### src/rtl/ram_bank_read_mux.sv
// Pipelined read front-end for NUM_BANKS RAM banks with in-order response FIFO.
// Optional RAM_BANK_ERR_EN adds an rsp_err flag for out-of-range bank indices.
module ram_bank_read_mux #(
  parameter int DATA_W     = 8,
  parameter int ADDR_W     = 8,
  parameter int NUM_BANKS  = 2,
  parameter int RD_LAT     = 1,
  parameter int FIFO_DEPTH = 4,
  localparam int BANK_W    = (NUM_BANKS > 2) ? $clog2(NUM_BANKS) : 1
) (
  input  logic                        clk,
  input  logic                        rst_n,
  input  logic                        req_valid,
  output logic                        req_ready,
  input  logic [BANK_W-1:0]           req_bank,
  input  logic [ADDR_W-1:0]           req_addr,
  output logic [NUM_BANKS-1:0]        bank_rd_en,
  output logic [ADDR_W-1:0]           bank_addr,
  input  logic [NUM_BANKS*DATA_W-1:0] bank_rd_data,
  output logic                        rsp_valid,
  input  logic                        rsp_ready,
  output logic [DATA_W-1:0]           rsp_data,
  output logic [BANK_W-1:0]           rsp_bank
`ifdef RAM_BANK_ERR_EN
  ,
  output logic                        rsp_err
`endif
);

  localparam int PTR_W = (FIFO_DEPTH > 1) ? $clog2(FIFO_DEPTH) : 1;
  localparam int CNT_W = $clog2(FIFO_DEPTH + 1);
  localparam int TAG_N = RD_LAT + 1;
  localparam logic [PTR_W-1:0] PTR_LAST = PTR_W'(FIFO_DEPTH - 1);
  localparam logic [CNT_W-1:0] DEPTH_C  = CNT_W'(FIFO_DEPTH);

  logic                 acc;
  logic                 pop;
  logic                 wr;
  logic [DATA_W-1:0]    wr_data;

  logic                 ready_q, ready_d;
  logic [NUM_BANKS-1:0] en_q, en_d;
  logic [ADDR_W-1:0]    addr_q, addr_d;
  logic [CNT_W-1:0]     cred_q, cred_d;

  logic                 tag_v_q [TAG_N];
  logic                 tag_v_d [TAG_N];
  logic [BANK_W-1:0]    tag_b_q [TAG_N];
  logic [BANK_W-1:0]    tag_b_d [TAG_N];

  logic [DATA_W-1:0]    mem_q [FIFO_DEPTH];
  logic [DATA_W-1:0]    mem_d [FIFO_DEPTH];
  logic [BANK_W-1:0]    mbank_q [FIFO_DEPTH];
  logic [BANK_W-1:0]    mbank_d [FIFO_DEPTH];
  logic [PTR_W-1:0]     wp_q, wp_d;
  logic [PTR_W-1:0]     rp_q, rp_d;
  logic [CNT_W-1:0]     fill_q, fill_d;

`ifdef RAM_BANK_ERR_EN
  logic                 req_bad;
  logic                 tag_e_q [TAG_N];
  logic                 tag_e_d [TAG_N];
  logic                 merr_q [FIFO_DEPTH];
  logic                 merr_d [FIFO_DEPTH];
`endif

  function automatic logic [PTR_W-1:0] ptr_inc(input logic [PTR_W-1:0] p);
    return (p == PTR_LAST) ? '0 : p + PTR_W'(1);
  endfunction

  assign acc       = req_valid & ready_q;
  assign rsp_valid = (fill_q != '0);
  assign pop       = rsp_valid & rsp_ready;
  assign wr        = tag_v_q[RD_LAT];

  assign req_ready  = ready_q;
  assign bank_rd_en = en_q;
  assign bank_addr  = addr_q;
  assign rsp_data   = mem_q[rp_q];
  assign rsp_bank   = mbank_q[rp_q];

`ifdef RAM_BANK_ERR_EN
  assign req_bad = {1'b0, req_bank} >= (BANK_W + 1)'(NUM_BANKS);
  assign rsp_err = merr_q[rp_q];
`endif

  // Request side: bank strobe, address register and credit accounting
  always_comb begin
    en_d   = '0;
    addr_d = addr_q;
    cred_d = cred_q;
    for (int i = 0; i < NUM_BANKS; i++) begin
      en_d[i] = acc && (req_bank == BANK_W'(i));
    end
    if (acc) begin
      addr_d = req_addr;
    end
    if (acc && !pop) begin
      cred_d = cred_q + CNT_W'(1);
    end else if (pop && !acc) begin
      cred_d = cred_q - CNT_W'(1);
    end
    ready_d = (cred_d < DEPTH_C);
  end

  // Tag pipeline: follows each read through the RAM latency
  always_comb begin
    tag_v_d[0] = acc;
    tag_b_d[0] = req_bank;
`ifdef RAM_BANK_ERR_EN
    tag_e_d[0] = req_bad;
`endif
    for (int k = 1; k < TAG_N; k++) begin
      tag_v_d[k] = tag_v_q[k-1];
      tag_b_d[k] = tag_b_q[k-1];
`ifdef RAM_BANK_ERR_EN
      tag_e_d[k] = tag_e_q[k-1];
`endif
    end
  end

  // Return mux: pick the tagged bank's slice, zero for an unknown bank
  always_comb begin
    wr_data = '0;
    for (int i = 0; i < NUM_BANKS; i++) begin
      if (tag_b_q[RD_LAT] == BANK_W'(i)) begin
        wr_data = bank_rd_data[i*DATA_W +: DATA_W];
      end
    end
  end

  // Response FIFO: show-ahead, simultaneous push and pop
  always_comb begin
    mem_d   = mem_q;
    mbank_d = mbank_q;
`ifdef RAM_BANK_ERR_EN
    merr_d  = merr_q;
`endif
    wp_d    = wp_q;
    rp_d    = rp_q;
    fill_d  = fill_q;
    if (wr) begin
      mem_d[wp_q]   = wr_data;
      mbank_d[wp_q] = tag_b_q[RD_LAT];
`ifdef RAM_BANK_ERR_EN
      merr_d[wp_q]  = tag_e_q[RD_LAT];
`endif
      wp_d          = ptr_inc(wp_q);
    end
    if (pop) begin
      rp_d = ptr_inc(rp_q);
    end
    if (wr && !pop) begin
      fill_d = fill_q + CNT_W'(1);
    end else if (pop && !wr) begin
      fill_d = fill_q - CNT_W'(1);
    end
  end

  // State registers with synchronous active-low clear
  always_ff @(posedge clk) begin
    if (!rst_n) begin
      ready_q <= 1'b0;
      en_q    <= '0;
      addr_q  <= '0;
      cred_q  <= '0;
      tag_v_q <= '{default: 1'b0};
      tag_b_q <= '{default: '0};
      mem_q   <= '{default: '0};
      mbank_q <= '{default: '0};
`ifdef RAM_BANK_ERR_EN
      tag_e_q <= '{default: 1'b0};
      merr_q  <= '{default: 1'b0};
`endif
      wp_q    <= '0;
      rp_q    <= '0;
      fill_q  <= '0;
    end else begin
      ready_q <= ready_d;
      en_q    <= en_d;
      addr_q  <= addr_d;
      cred_q  <= cred_d;
      tag_v_q <= tag_v_d;
      tag_b_q <= tag_b_d;
      mem_q   <= mem_d;
      mbank_q <= mbank_d;
`ifdef RAM_BANK_ERR_EN
      tag_e_q <= tag_e_d;
      merr_q  <= merr_d;
`endif
      wp_q    <= wp_d;
      rp_q    <= rp_d;
      fill_q  <= fill_d;
    end
  end

endmodule

### config.mk
export PLATFORM = sky130hd
export DESIGN_NAME = ram_bank_read_mux
export DESIGN_NICKNAME = d
export VERILOG_FILES = /design/src/rtl/ram_bank_read_mux.sv
export SDC_FILE = /design/constraint.sdc
export NUM_CORES = 1
export LEC_CHECK = 0
export CORE_MARGIN = 5
export CORE_UTILIZATION = 45
export DETAILED_ROUTE_END_ITERATION = 12
export GPL_TIMING_DRIVEN = 0
export MAX_ROUTING_LAYER = met4
export PLACE_DENSITY_LB_ADDON = 0.2
export SETUP_SLACK_MARGIN = 0.3
export SYNTH_ARGS = -nofsm -noshare
export SYNTH_HDL_FRONTEND = slang
export SYNTH_SLANG_ARGS = --single-unit
export TNS_END_PERCENT = 100
### constraint.sdc
create_clock -name clk -period 3.76 [get_ports clk]
set_input_delay 0.376 -clock clk [delete_from_list [all_inputs] [get_ports clk]]
set_output_delay 0.376 -clock clk [all_outputs]
set_load 0.02 [all_outputs]
=== Yosys cells after proc, flatten, opt, wreduce, memory -nomap -nowiden ===
Cells that the tools add are included.

* Bits in writable memories: 0
* Logic and storage cells: 67
* Memories kept: 0
* Input port bits: 29
* Bits in read-only memories: 0
* Output and inout bits: 21
* Register bits: 61
* Latch bits: 0

* $lt $le $gt $ge: 4
* Div/mod/pow operators: 0
* Multipliers: 0
* Reduce and logical (&&, ||, !) cells: 12
* $add $sub $neg: 6
* Shift operators: 0
* Multiplexer cells: 19
* Equality and inequality tests: 2
* Bitwise gates (word level): 5

{| class="wikitable"
|+ Operators by type and width
! kind !! number
|-
| 32-bit bitwise mux || 1
|-
| 8-bit two-way mux || 4
|-
| 8-bit binary-select mux with 2-bit select || 1
|-
| 8-bit demux with 2-bit select || 1
|-
| 3-bit two-way mux || 4
|-
| 1-bit logical AND || 7
|-
| 3-bit by 1-bit adder with 3-bit output, second input constant || 2
|-
| 3-bit greater-or-equal comparator, second input constant || 2
|-
| 2-bit NOT with 3-bit output || 2
|-
| 3-bit by 1-bit subtractor with 3-bit output, second input constant || 2
|-
| 2-bit by 1-bit adder with 2-bit output, second input constant || 2
|-
| 4-bit bitwise mux || 1
|-
| 2-bit == test, second input constant || 2
|-
| 2-bit two-way mux || 2
|-
| 1-bit logical NOT || 3
|-
| 3-bit by 1-bit < comparator with 1-bit output, second input constant || 1
|-
| 3-bit < comparator, second input constant || 1
|-
| 1-bit two-way mux || 3
|-
| 3-bit nonzero test || 1
|-
| 1-bit bitwise AND || 2
|-
| 1-bit binary-select mux with 2-bit select || 1
|-
| 1-bit demux with 2-bit select || 1
|-
| 2-bit nonzero test || 1
|-
| 1-bit NOT || 1
|}

=== Longest topological paths before layout ===
Gate-level depths: netlist (run 1).

* Depth in word-level cells: 6
* Gate-level depth with buffers: 7
* Depth with buffers taken out: 7

=== Worst setup path before layout (run 1) ===
No wires, ideal clock.

* Kind: register -> register
* Start: register fill_q[0]
* End: register fill_q[2]
* Setup time: 0.070 ns
* Buffers on the path: 0
* Data arrival time: 1.968 ns
* Stages on the path, launching flop included: 8
* Data required time: 3.690 ns
* Path slack: 1.722 ns
* Period minus slack after synthesis: 2.038 ns
* Cell sequence: dfxtp_1 -> o31ai_2 -> ha_1 -> inv_1 -> fa_1 -> xor2_1 -> or3_1 -> a21oi_1

* Cells in the longest elaborated chain, start to end: 5
* Elaborated cells between the ends (all ways): 10
* Classes of those cells: add/sub: 2; mux: 2; bitwise: 1; reduce/logical: 5

{| class="wikitable"
|+ Ends and longest elaborated chain
! item !! RTL line !! RTL
|-
| from (decl) || 57 || <nowiki>logic [CNT_W-1:0] fill_q, fill_d;</nowiki>
|-
| from (signal assigned) || 193 || <nowiki>fill_q <= fill_d;</nowiki>
|-
| branches (longest 5 deep; another with 3-bit by 1-bit subtractor with 3-bit output) || -- ||
|}

Several ways; the timed one is not identified. The select of a mux whose other input is x is not followed.
A chain may end at the register's enable or synchronous reset.

=== Final worst setup path (run 1) ===
* Start: register rp_q[0]
* End: output rsp_bank

* Cells in the longest elaborated chain, start to end: 4

{| class="wikitable"
|+ Ends and longest elaborated chain
! item !! RTL line !! RTL
|-
| from (decl) || 56 || <nowiki>logic [PTR_W-1:0] rp_q, rp_d;</nowiki>
|-
| from (signal assigned) || 192 || <nowiki>rp_q <= rp_d;</nowiki>
|-
| 2-bit NOT with 3-bit output (implied by the code) || 80 || <nowiki>assign rsp_bank = mbank_q[rp_q];</nowiki>
|-
| 1-bit binary-select mux with 2-bit select || 80 ||
|-
| 1-bit two-way mux (implied by the code) (2 in a row) || 80 ||
|-
| to (decl) || 23 || <nowiki>output logic [BANK_W-1:0] rsp_bank</nowiki>
|}

No other way between the ends. The select of a mux whose other input is x is not followed.

==> flow_metrics.env, run 1 <==
export IMPL_place_congestion=0.783
export IMPL_reg2reg_slack_ns=1.52
export IMPL_antenna_cells=0
export IMPL_r2r_start="fill_q[0]"
export IMPL_hold_depth=1
export IMPL_post_place_ws_ns=1.42
export IMPL_clkSinkCount=61
export IMPL_cp_max_fo=10
export IMPL_cts_tree="done"
export IMPL_synthFlopType="dfxtp_1"
export IMPL_slowest_stage="clkdlybuf4s50_1"
export IMPL_numCtsBuffers=9
export IMPL_drc=0
export IMPL_period_minus_slack_ns=2.46
export IMPL_avgRoutedWirePerCell_um=14.7
export IMPL_final_common_cell="dfxtp_1"
export IMPL_maxSlewViolCount=0
export IMPL_cp_required_ns=3.38
export IMPL_cp_arrival_ns=2.09
export IMPL_wl_met2_mm=2.74
export IMPL_rows=28
export IMPL_start_kind="flop"
export IMPL_ys_seq_area_share_pct=45.6
export IMPL_worst_pin_slew_ns=0.562
export IMPL_postSynthRegisterBits=61
export IMPL_setup_slack_ns=1.30
export IMPL_drt_total_wl_mm=5.86
export IMPL_fmax_mhz=406
export IMPL_maxCapViolations=0
export IMPL_num_vias=2037
export IMPL_syn_area_um2=2680
export IMPL_hold_violations=0
export IMPL_worstSetupEndpointType="output port"
export IMPL_track_usage_pct=17.4
export IMPL_layout_drive_gt1_share_pct=15.2
export IMPL_crit_chain="buf_4 -> mux4_2 -> clkdlybuf4s50_1"
export IMPL_grt_max_degree=12
export IMPL_core_um2=5850
export IMPL_peakVddDrop_uv=475
export IMPL_power_density_nw_per_um2=550
export IMPL_wl_met1_mm=2.75
export IMPL_antenna_found_initial=0
export IMPL_drtIter0Drc=128
export IMPL_clk_latency_ns=0.33
export IMPL_fin_crit_sh_pct=65.5
export IMPL_syn_area_per_cell_um2=10.4
export IMPL_rsz0062_at_grt="no"
export IMPL_nets=358
export IMPL_dr_max_layer_used="met4"
export IMPL_clk_path_buf_depth=2
export IMPL_drtAntennaViolNets=0
export IMPL_portBuffers=49
export IMPL_grt_overflow=0
export IMPL_initial_core_util_pct=45.8
export IMPL_die_w_um=87.2
export IMPL_cts_setup_buffers=0
export IMPL_die_height_um=87.2
export IMPL_cts_root_buf="clkbuf_8"
export IMPL_async_reset_ff_share_pct=0
export IMPL_cts_htree_levels=3
export IMPL_syn_inst=258
export IMPL_routed_wl_met3_um=305
export IMPL_ys_warn_count=0
export IMPL_cp_slowest_stage_delay_ns=0.56
export IMPL_ys_types=32
export IMPL_dieArea_um2=7600
export IMPL_tns_ns=0
export IMPL_first_pass_iters=4
export IMPL_hold_buffers=0
export IMPL_setup_viol=0
export IMPL_post_cts_resized=0
export IMPL_crit_type="reg -> out"
export IMPL_startpoint="rp_q[0]"
export IMPL_clkSlewWorstSetupHoldPaths_ns=0.07
export IMPL_area_growth_pct=30.5
export IMPL_final_core_util_pct=59.8
export IMPL_pin_count=50
export IMPL_hold_end="wr"
export IMPL_r2r_end="fill_q[2]"
export IMPL_dp_hpwl_mm=4.08
export IMPL_p_leak_uw=0.00123
export IMPL_skew_ns=0.00501
export IMPL_nFillCells=489
export IMPL_status="finished, final reports clean"
export IMPL_hold_start="tag_v_d[0]"
export IMPL_synth_nets=298
export IMPL_synth_edf_count=0
export IMPL_grt_pass1_vias=1992
export IMPL_mostFrequentLayoutCells="dfxtp_1 (61), clkdlybuf4s50_1 (49), nor2_1 (38)"
export IMPL_grt_pass1_wl_mm=9.78
export IMPL_reg2regPathDepth=7
export IMPL_vias_per_cell=5.12
export IMPL_slew_headroom_pct=62.5
export IMPL_hold_path_class="reg -> reg"
through the flow:
stage	instance area [um^2]	cells	total power (uW)	hold WS (ns)
after CTS	3500	398	1940	0.439
after global placement	3260	382	1260	0.422
after detailed placement	3260	382	1280	0.422
after floorplan	2680	258	1100	0.412
final	3500	398	1920	0.439
after global routing	3500	398	2040	0.455
cells in the mapped netlist (all sizes together), types with 2 or more instances:
cell type / number / area, um^2
mux4: 9 / 203
nand2: 21 / 78.8
xor2: 2 / 17.5
a211oi: 32 / 250
and2: 8 / 50.1
mux2i: 15 / 150
clkbuf: 3 / 31.3
dfxtp: 61 / 1220
o21ai: 4 / 20.0
buf: 15 / 153
a21oi: 13 / 65.1
ha: 10 / 125
inv: 8 / 30.0
or3: 3 / 18.8
nor2: 44 / 180
nand3: 2 / 10.0
worst max-delay path by stage:
stage                           end  slack, ns  cells past startpoint
after CTS                  rsp_bank       1.27                      3
final                      rsp_bank       1.30                      3
after global routing       rsp_bank       1.21                      3
after global placement    fill_q[2]       1.43                      8
after floorplan           fill_q[2]       1.72                      7
after detailed placement  fill_q[2]       1.42                      8
area by class of cell:
class | count | area (um^2) | area share, %
Tap cell | 75 | 93.8 | 2.68
Inverter | 8 | 30.0 | 0.858
Clock buffer | 11 | 151 | 4.33
Sequential cell | 61 | 1220 | 34.9
Clock inverter | 5 | 82.6 | 2.36
Buffer | 18 | 184 | 5.26
Multi-Input combinational cell | 171 | 1240 | 35.6
Timing Repair Buffer | 49 | 490 | 14.0
where the power goes:
| group | total [uW] | internal, uW | switching (uW) |
|---|---|---|---|
| Sequential | 757 | 707 | 50.0 |
| Clock | 667 | 409 | 258 |
| Combinational | 500 | 245 | 255 |
worst max-delay path, delay by kind of cell (launching register included):
family | cells | cell delay [ns]
flip-flops | 1 | 0.39
multiplexers | 1 | 0.55
buffers and inverters | 2 | 0.82
layer usage:
metal	up-vias	GRT usage (%)
li1	1032	-
met1	955	21.6
met2	44	27.0
met3	6	5.11
met4	0	6.14
met5	-	-
cell families (layout without fill, tap and decap cells):
| group | after synthesis | in the layout | share of synthesized area, % |
|---|---|---|---|
| adder cells (fa/ha/maj) | 11 | 11 | 5.42 |
| buffers and inverters | 26 | 91 | 7.98 |
| multiplexers | 24 | 24 | 13.2 |
| XOR/XNOR | 2 | 2 | 0.654 |
| flip-flops | 61 | 61 | 45.6 |
| AO/OA/AOI/OAI | 52 | 52 | 13.5 |
| AND/OR/NAND/NOR | 82 | 82 | 13.7 |
sequential cells by signal, indices dropped and copies added, names as in the netlist:
signal      count
bank_rd_en      2
wr              1
cred_q          3
mem_q          32
tag_v_d         1
fill_q          3
req_ready       1
bank_addr       8
tag_b_d         1
mbank_q         4
wp_q            2
tag_b_q         1
rp_q            2
Power figures use the tool's default switching activity.
==> run 2, diff against run 1 <==
==> constraint.sdc (replaced) <==
create_clock -name clk -period 2.57 [get_ports clk]
set_input_delay 0.257 -clock clk [delete_from_list [all_inputs] [get_ports clk]]
set_output_delay 0.257 -clock clk [all_outputs]
set_load 0.02 [all_outputs]
==> run 2 against run 1 <==
Against the previous run:
- highest routed layer unchanged
- combinational power rose by 47%
- critical endpoint is now fill_q[2]
- wire length is 0.19% lower
- largest cell class unchanged
- core utilization hardly changed
==> flow_metrics.env, run 2 (synthesis results as in run 1) <==
export IMPL_status="finished, final reports clean"
export IMPL_slowest_stage="dfxtp_1"
export IMPL_reg2reg_slack_ns=0.45
export IMPL_dp_cells=382
export IMPL_hold_path_class="reg -> reg"
export IMPL_die_height_um=87.2
export IMPL_hold_violations=0
export IMPL_die_w_um=87.2
export IMPL_clk_path_buf_depth=2
export IMPL_regMostFlops="mem_q"
export IMPL_num_vias=2041
export IMPL_drc=0
export IMPL_nets=358
export IMPL_crit_buf_inv=1
export IMPL_slew_headroom_pct=61.0
export IMPL_drtIter0Drc=107
export IMPL_mostFrequentLayoutCells="dfxtp_1 (61), clkdlybuf4s50_1 (41), nor2_1 (38)"
export IMPL_tns_ns=0
export IMPL_crit_path_end="fill_q[2]"
export IMPL_final_common_cell="dfxtp_1"
export IMPL_rsz0062_at_grt="no"
export IMPL_cp_slowest_stage_delay_ns=0.38
export IMPL_clkSinkCount=61
export IMPL_hold_buffers=0
export IMPL_period_minus_slack_ns=2.12
export IMPL_largest_register_ffs=32
export IMPL_cts_htree_levels=3
export IMPL_dieArea_um2=7600
export IMPL_skew_ns=0.00534
export IMPL_cts_root_buf="clkbuf_8"
export IMPL_track_usage_pct=17.4
export IMPL_portBuffers=49
export IMPL_grt_pass1_vias=2002
export IMPL_p_leak_uw=0.00127
export IMPL_crit_type="reg -> reg"
export IMPL_worst_pin_slew_ns=0.584
export IMPL_power_density_nw_per_um2=808
export IMPL_fin_cells=398
export IMPL_pin_count=50
export IMPL_cts_setup_buffers=0
export IMPL_cp_arrival_ns=2.38
export IMPL_antenna_found_initial=0
export IMPL_vias_per_cell=5.13
export IMPL_cp_max_fo=7
export IMPL_dp_hpwl_mm=4.08
export IMPL_reg2regPathDepth=7
export IMPL_grt_pass1_wl_mm=9.80
export IMPL_cp_depth=7
export IMPL_rows=28
export IMPL_avgRoutedWirePerCell_um=14.7
export IMPL_setup_viol=0
export IMPL_power_total_uw=2830
export IMPL_peakVddDrop_uv=719
export IMPL_r2r_end="fill_q[2]"
export IMPL_worstSetupEndpointType="flop"
export IMPL_crit_chain="o31ai_4 -> ha_1 -> inv_1 -> fa_1 -> xor2_1 -> or3_1 -> a21oi_1"
export IMPL_cts_tree="done"
export IMPL_cp_top_family="adder cells"
export IMPL_antenna_cells=0
export IMPL_layout_drive_gt1_share_pct=15.2
export IMPL_r2r_start="fill_q[0]"
export IMPL_startpoint="fill_q[0]"
export IMPL_area_growth_pct=30.6
export IMPL_numCtsBuffers=9
export IMPL_grt_max_degree=12
export IMPL_first_pass_iters=4
export IMPL_cp_required_ns=2.84
export IMPL_maxCapViolations=0
export IMPL_core_um2=5850
export IMPL_clkSlewWorstSetupHoldPaths_ns=0.07
export IMPL_hold_ws_ns=0.439
export IMPL_place_congestion=0.783
export IMPL_maxSlewViolCount=0
export IMPL_fin_crit_sh_pct=82.3
export IMPL_start_kind="flop"
export IMPL_fmax_mhz=473
export IMPL_clk_latency_ns=0.33
export IMPL_drt_total_wl_mm=5.85
export IMPL_initial_core_util_pct=45.8
export IMPL_drtAntennaViolNets=0
export IMPL_grt_overflow=0
[run 2: cell count changes in the layout (fill, tap and decap cells not counted), sizes merged]
cell	before	now
clkdlybuf4s50	49	41
dlygate4sd2	0	8
[run 2: layout make-up]
cell class / instances / area, um^2
Buffer: 18 / 188
Fill cell: 496 / 2350
Tap cell: 75 / 93.8
Clock inverter: 5 / 82.6
Timing Repair Buffer: 49 / 480
Sequential cell: 61 / 1220
Clock buffer: 11 / 151
Inverter: 8 / 30.0
Multi-Input combinational cell: 171 / 1250
[run 2: repair_timing]
action,in CTS,in global routing
gates cloned,0,0
gates resized for setup,9,1
setup endpoints to repair,8,1
[run 2: worst register-to-register path, stage by stage, from the launching register on]
cell,delay [ns]
dfxtp_1,0.38
o31ai_4,0.37
ha_1,0.25
inv_1,0.06
fa_1,0.38
xor2_1,0.18
or3_1,0.30
a21oi_1,0.13
[run 2: worst min path at each step]
stage,from,end,slack [ns],depth (start not counted)
floorplan,req_bank,bank_rd_en[0],0.34,1
global placement,tag_v_d[0],wr,0.42,1
detailed placement,tag_v_d[0],wr,0.42,1
CTS,tag_v_d[0],wr,0.44,1
global route,tag_v_d[0],wr,0.46,1
finish,tag_v_d[0],wr,0.44,1
[run 2: report_power, final]
group / total (uW) / leakage [uW] / switching (uW) / internal, uW
clock: 977 / 0.000108 / 378 / 599
combinational: 735 / 0.000670 / 373 / 362
sequential: 1120 / 0.000495 / 82.7 / 1030
total: 2830 / 0.00127 / 834 / 1990
[run 2: through the flow]
step	util [%]	worst slack (ns)	instance area [um^2]
final	59.8	0.454	3500
after global routing	59.8	0.315	3500
after CTS	59.7	0.301	3490
after detailed placement	55.8	0.333	3260
after global placement	55.8	0.354	3260
after floorplan	-	0.532	2680
[run 2: metal layers]
layer / GRT usage [%] / wire [um] / up-vias
met5: - / 0 / -
met4: 6.14 / 80 / 0
met3: 5.11 / 319 / 7
met2: 27.1 / 2690 / 42
met1: 21.6 / 2760 / 962
li1: - / - / 1030
==> run 3, diff against run 2 <==
==> constraint.sdc (replaced) <==
create_clock -name clk -period 2.1 [get_ports clk]
set_input_delay 0.21 -clock clk [delete_from_list [all_inputs] [get_ports clk]]
set_output_delay 0.21 -clock clk [all_outputs]
set_load 0.02 [all_outputs]
==> run 3 against run 2 <==
Against the previous run:
- fmax grew 14%
- clock-buffer cell count is the same
- wire length shrank 0.70%
- combinational power grew 29%
- worst hold slack lost 0.020 ns
- critical path type unchanged
- largest cell class unchanged
==> flow_metrics.env, run 3 (synthesis results as in run 1) <==
export IMPL_status="finished, final reports clean"
export IMPL_cp_required_ns=2.36
export IMPL_cts_root_buf="clkbuf_8"
export IMPL_hold_buffers=0
export IMPL_vias_per_cell=5.05
export IMPL_reg2reg_slack_ns=0.25
export IMPL_nets=362
export IMPL_skew_ns=0.00460
export IMPL_fin_crit_sh_pct=88.3
export IMPL_numCtsBuffers=9
export IMPL_tns_ns=0
export IMPL_drt_total_wl_mm=5.81
export IMPL_largest_register_ffs=32
export IMPL_hold_ws_ns=0.419
export IMPL_hold_end="bank_addr[7]"
export IMPL_cp_top_family="adder cells"
export IMPL_regMostFlops="mem_q"
export IMPL_slew_headroom_pct=60.8
export IMPL_antenna_cells=0
export IMPL_fmax_mhz=540
export IMPL_hold_depth=3
export IMPL_setup_slack_ns=0.247
export IMPL_rows=28
export IMPL_placement_cell_area_um2=3280
export IMPL_cts_htree_levels=3
export IMPL_period_minus_slack_ns=1.85
export IMPL_maxCapViolations=0
export IMPL_avgRoutedWirePerCell_um=14.5
export IMPL_grt_pass1_vias=2081
export IMPL_gr_usage_met1_pct=19.9
export IMPL_rsz0062_at_grt="yes"
export IMPL_post_place_ws_ns=-0.0157
export IMPL_r2r_start="fill_q[2]"
export IMPL_cp_max_fo=4
export IMPL_grt_max_degree=11
export IMPL_peakVddDrop_uv=815
export IMPL_worst_pin_slew_ns=0.588
export IMPL_pin_count=50
export IMPL_maxSlewViolCount=0
export IMPL_power_density_nw_per_um2=954
export IMPL_grt_overflow=0
export IMPL_grt_pass1_wl_mm=9.80
export IMPL_ff_latch_area_um2=1230
export IMPL_mostFrequentLayoutCells="dfxtp_1 (57), clkdlybuf4s50_1 (39), nor2_1 (38)"
export IMPL_use_met3_pct=6.81
export IMPL_clk_latency_ns=0.33
export IMPL_final_area_um2=3500
export IMPL_cp_slowest_stage_delay_ns=0.35
export IMPL_first_pass_iters=4
export IMPL_clkSlewWorstSetupHoldPaths_ns=0.07
export IMPL_antenna_found_initial=0
export IMPL_r2r_end="fill_q[2]"
export IMPL_portBuffers=49
export IMPL_p_leak_uw=0.00128
export IMPL_drtAntennaViolNets=0
export IMPL_crit_type="reg -> reg"
export IMPL_place_congestion=0.792
export IMPL_clk_path_buf_depth=2
export IMPL_drc=0
export IMPL_core_um2=5850
export IMPL_multi_input_area_um2=1260
export IMPL_drtIter0Drc=108
export IMPL_grt_use_met2_pct=27.8
export IMPL_hold_start="req_addr[7]"
export IMPL_slowest_stage="dfxtp_4"
export IMPL_worstSetupEndpointType="flop"
export IMPL_initial_core_util_pct=45.8
export IMPL_clkSinkCount=61
export IMPL_crit_buf_inv=1
export IMPL_nFillCells=516
export IMPL_crit_chain="o31ai_4 -> ha_2 -> inv_1 -> fa_2 -> xor2_1 -> or3_1 -> a21oi_1"
export IMPL_die_height_um=87.2
export IMPL_cp_arrival_ns=2.11
export IMPL_dieArea_um2=7600
export IMPL_die_w_um=87.2
export IMPL_power_total_uw=3340
export IMPL_num_vias=2030
export IMPL_grt_busiest_layer="met2"
export IMPL_track_usage_pct=17.4
export IMPL_cts_tree="done"
export IMPL_area_growth_pct=30.6
export IMPL_hold_violations=0
export IMPL_hold_path_class="in -> reg"
export IMPL_start_kind="flop"
export IMPL_reg2regPathDepth=7
export IMPL_layout_drive_gt1_share_pct=20.2
export IMPL_setup_viol=0
export IMPL_dp_hpwl_mm=4.01
export IMPL_final_common_cell="dfxtp_1"
-- run 3: what timing repair did --
action | in CTS | in global routing
endpoints found under the setup margin | 11 | 7
buffers inserted | 3 | 0
cloned | 1 | 0
resized for setup | 42 | 8
pin swaps | 3 | 2
-- run 3: area by class of cell --
class                      instances  share of cell area [%]
tap                               75                    2.68
buffer                            18                    5.65
timing repair buffer              53                    14.2
clock inverter                     5                    1.43
multi-input combinational        171                    36.0
inverter                           8                   0.858
sequential                        61                    35.2
clock buffer                      11                    4.04
-- run 3: worst max path at each step --
stage	end	slack [ns]	startpoint	cells past startpoint
after floorplan	fill_q[2]	0.21	fill_q[2]	7
after global placement	fill_q[2]	-0.002	rsp_ready	8
after global routing	fill_q[2]	0.14	fill_q[2]	7
after CTS	fill_q[2]	0.23	fill_q[0]	7
final	fill_q[2]	0.25	fill_q[2]	7
after detailed placement	fill_q[2]	-0.02	rsp_ready	8
-- run 3: worst min-delay path, stage by stage --
cell and delay, ns:
clkdlybuf4s50_1 0.40, nand2_1 0.05, a21oi_1 0.05
-- run 3: routing by layer --
metal	vias up	wire length, um
met4	0	65
met2	52	2860
met1	934	2480
met3	7	399
met5	-	0
li1	1037	-
-- run 3: report_power, final --
| part | internal (uW) | switching (uW) |
|---|---|---|
| clock network | 572 | 432 |
| registers | 1290 | 98.4 |
| logic | 482 | 469 |
| total | 2340 | 1000 |
-- run 3: through the flow --
| stage | cells | utilization (%) |
|---|---|---|
| after floorplan | 258 | - |
| after global placement | 382 | 56.1 |
| after detailed placement | 382 | 56.1 |
| after CTS | 402 | 59.4 |
| after global routing | 402 | 59.8 |
| final | 402 | 59.8 |
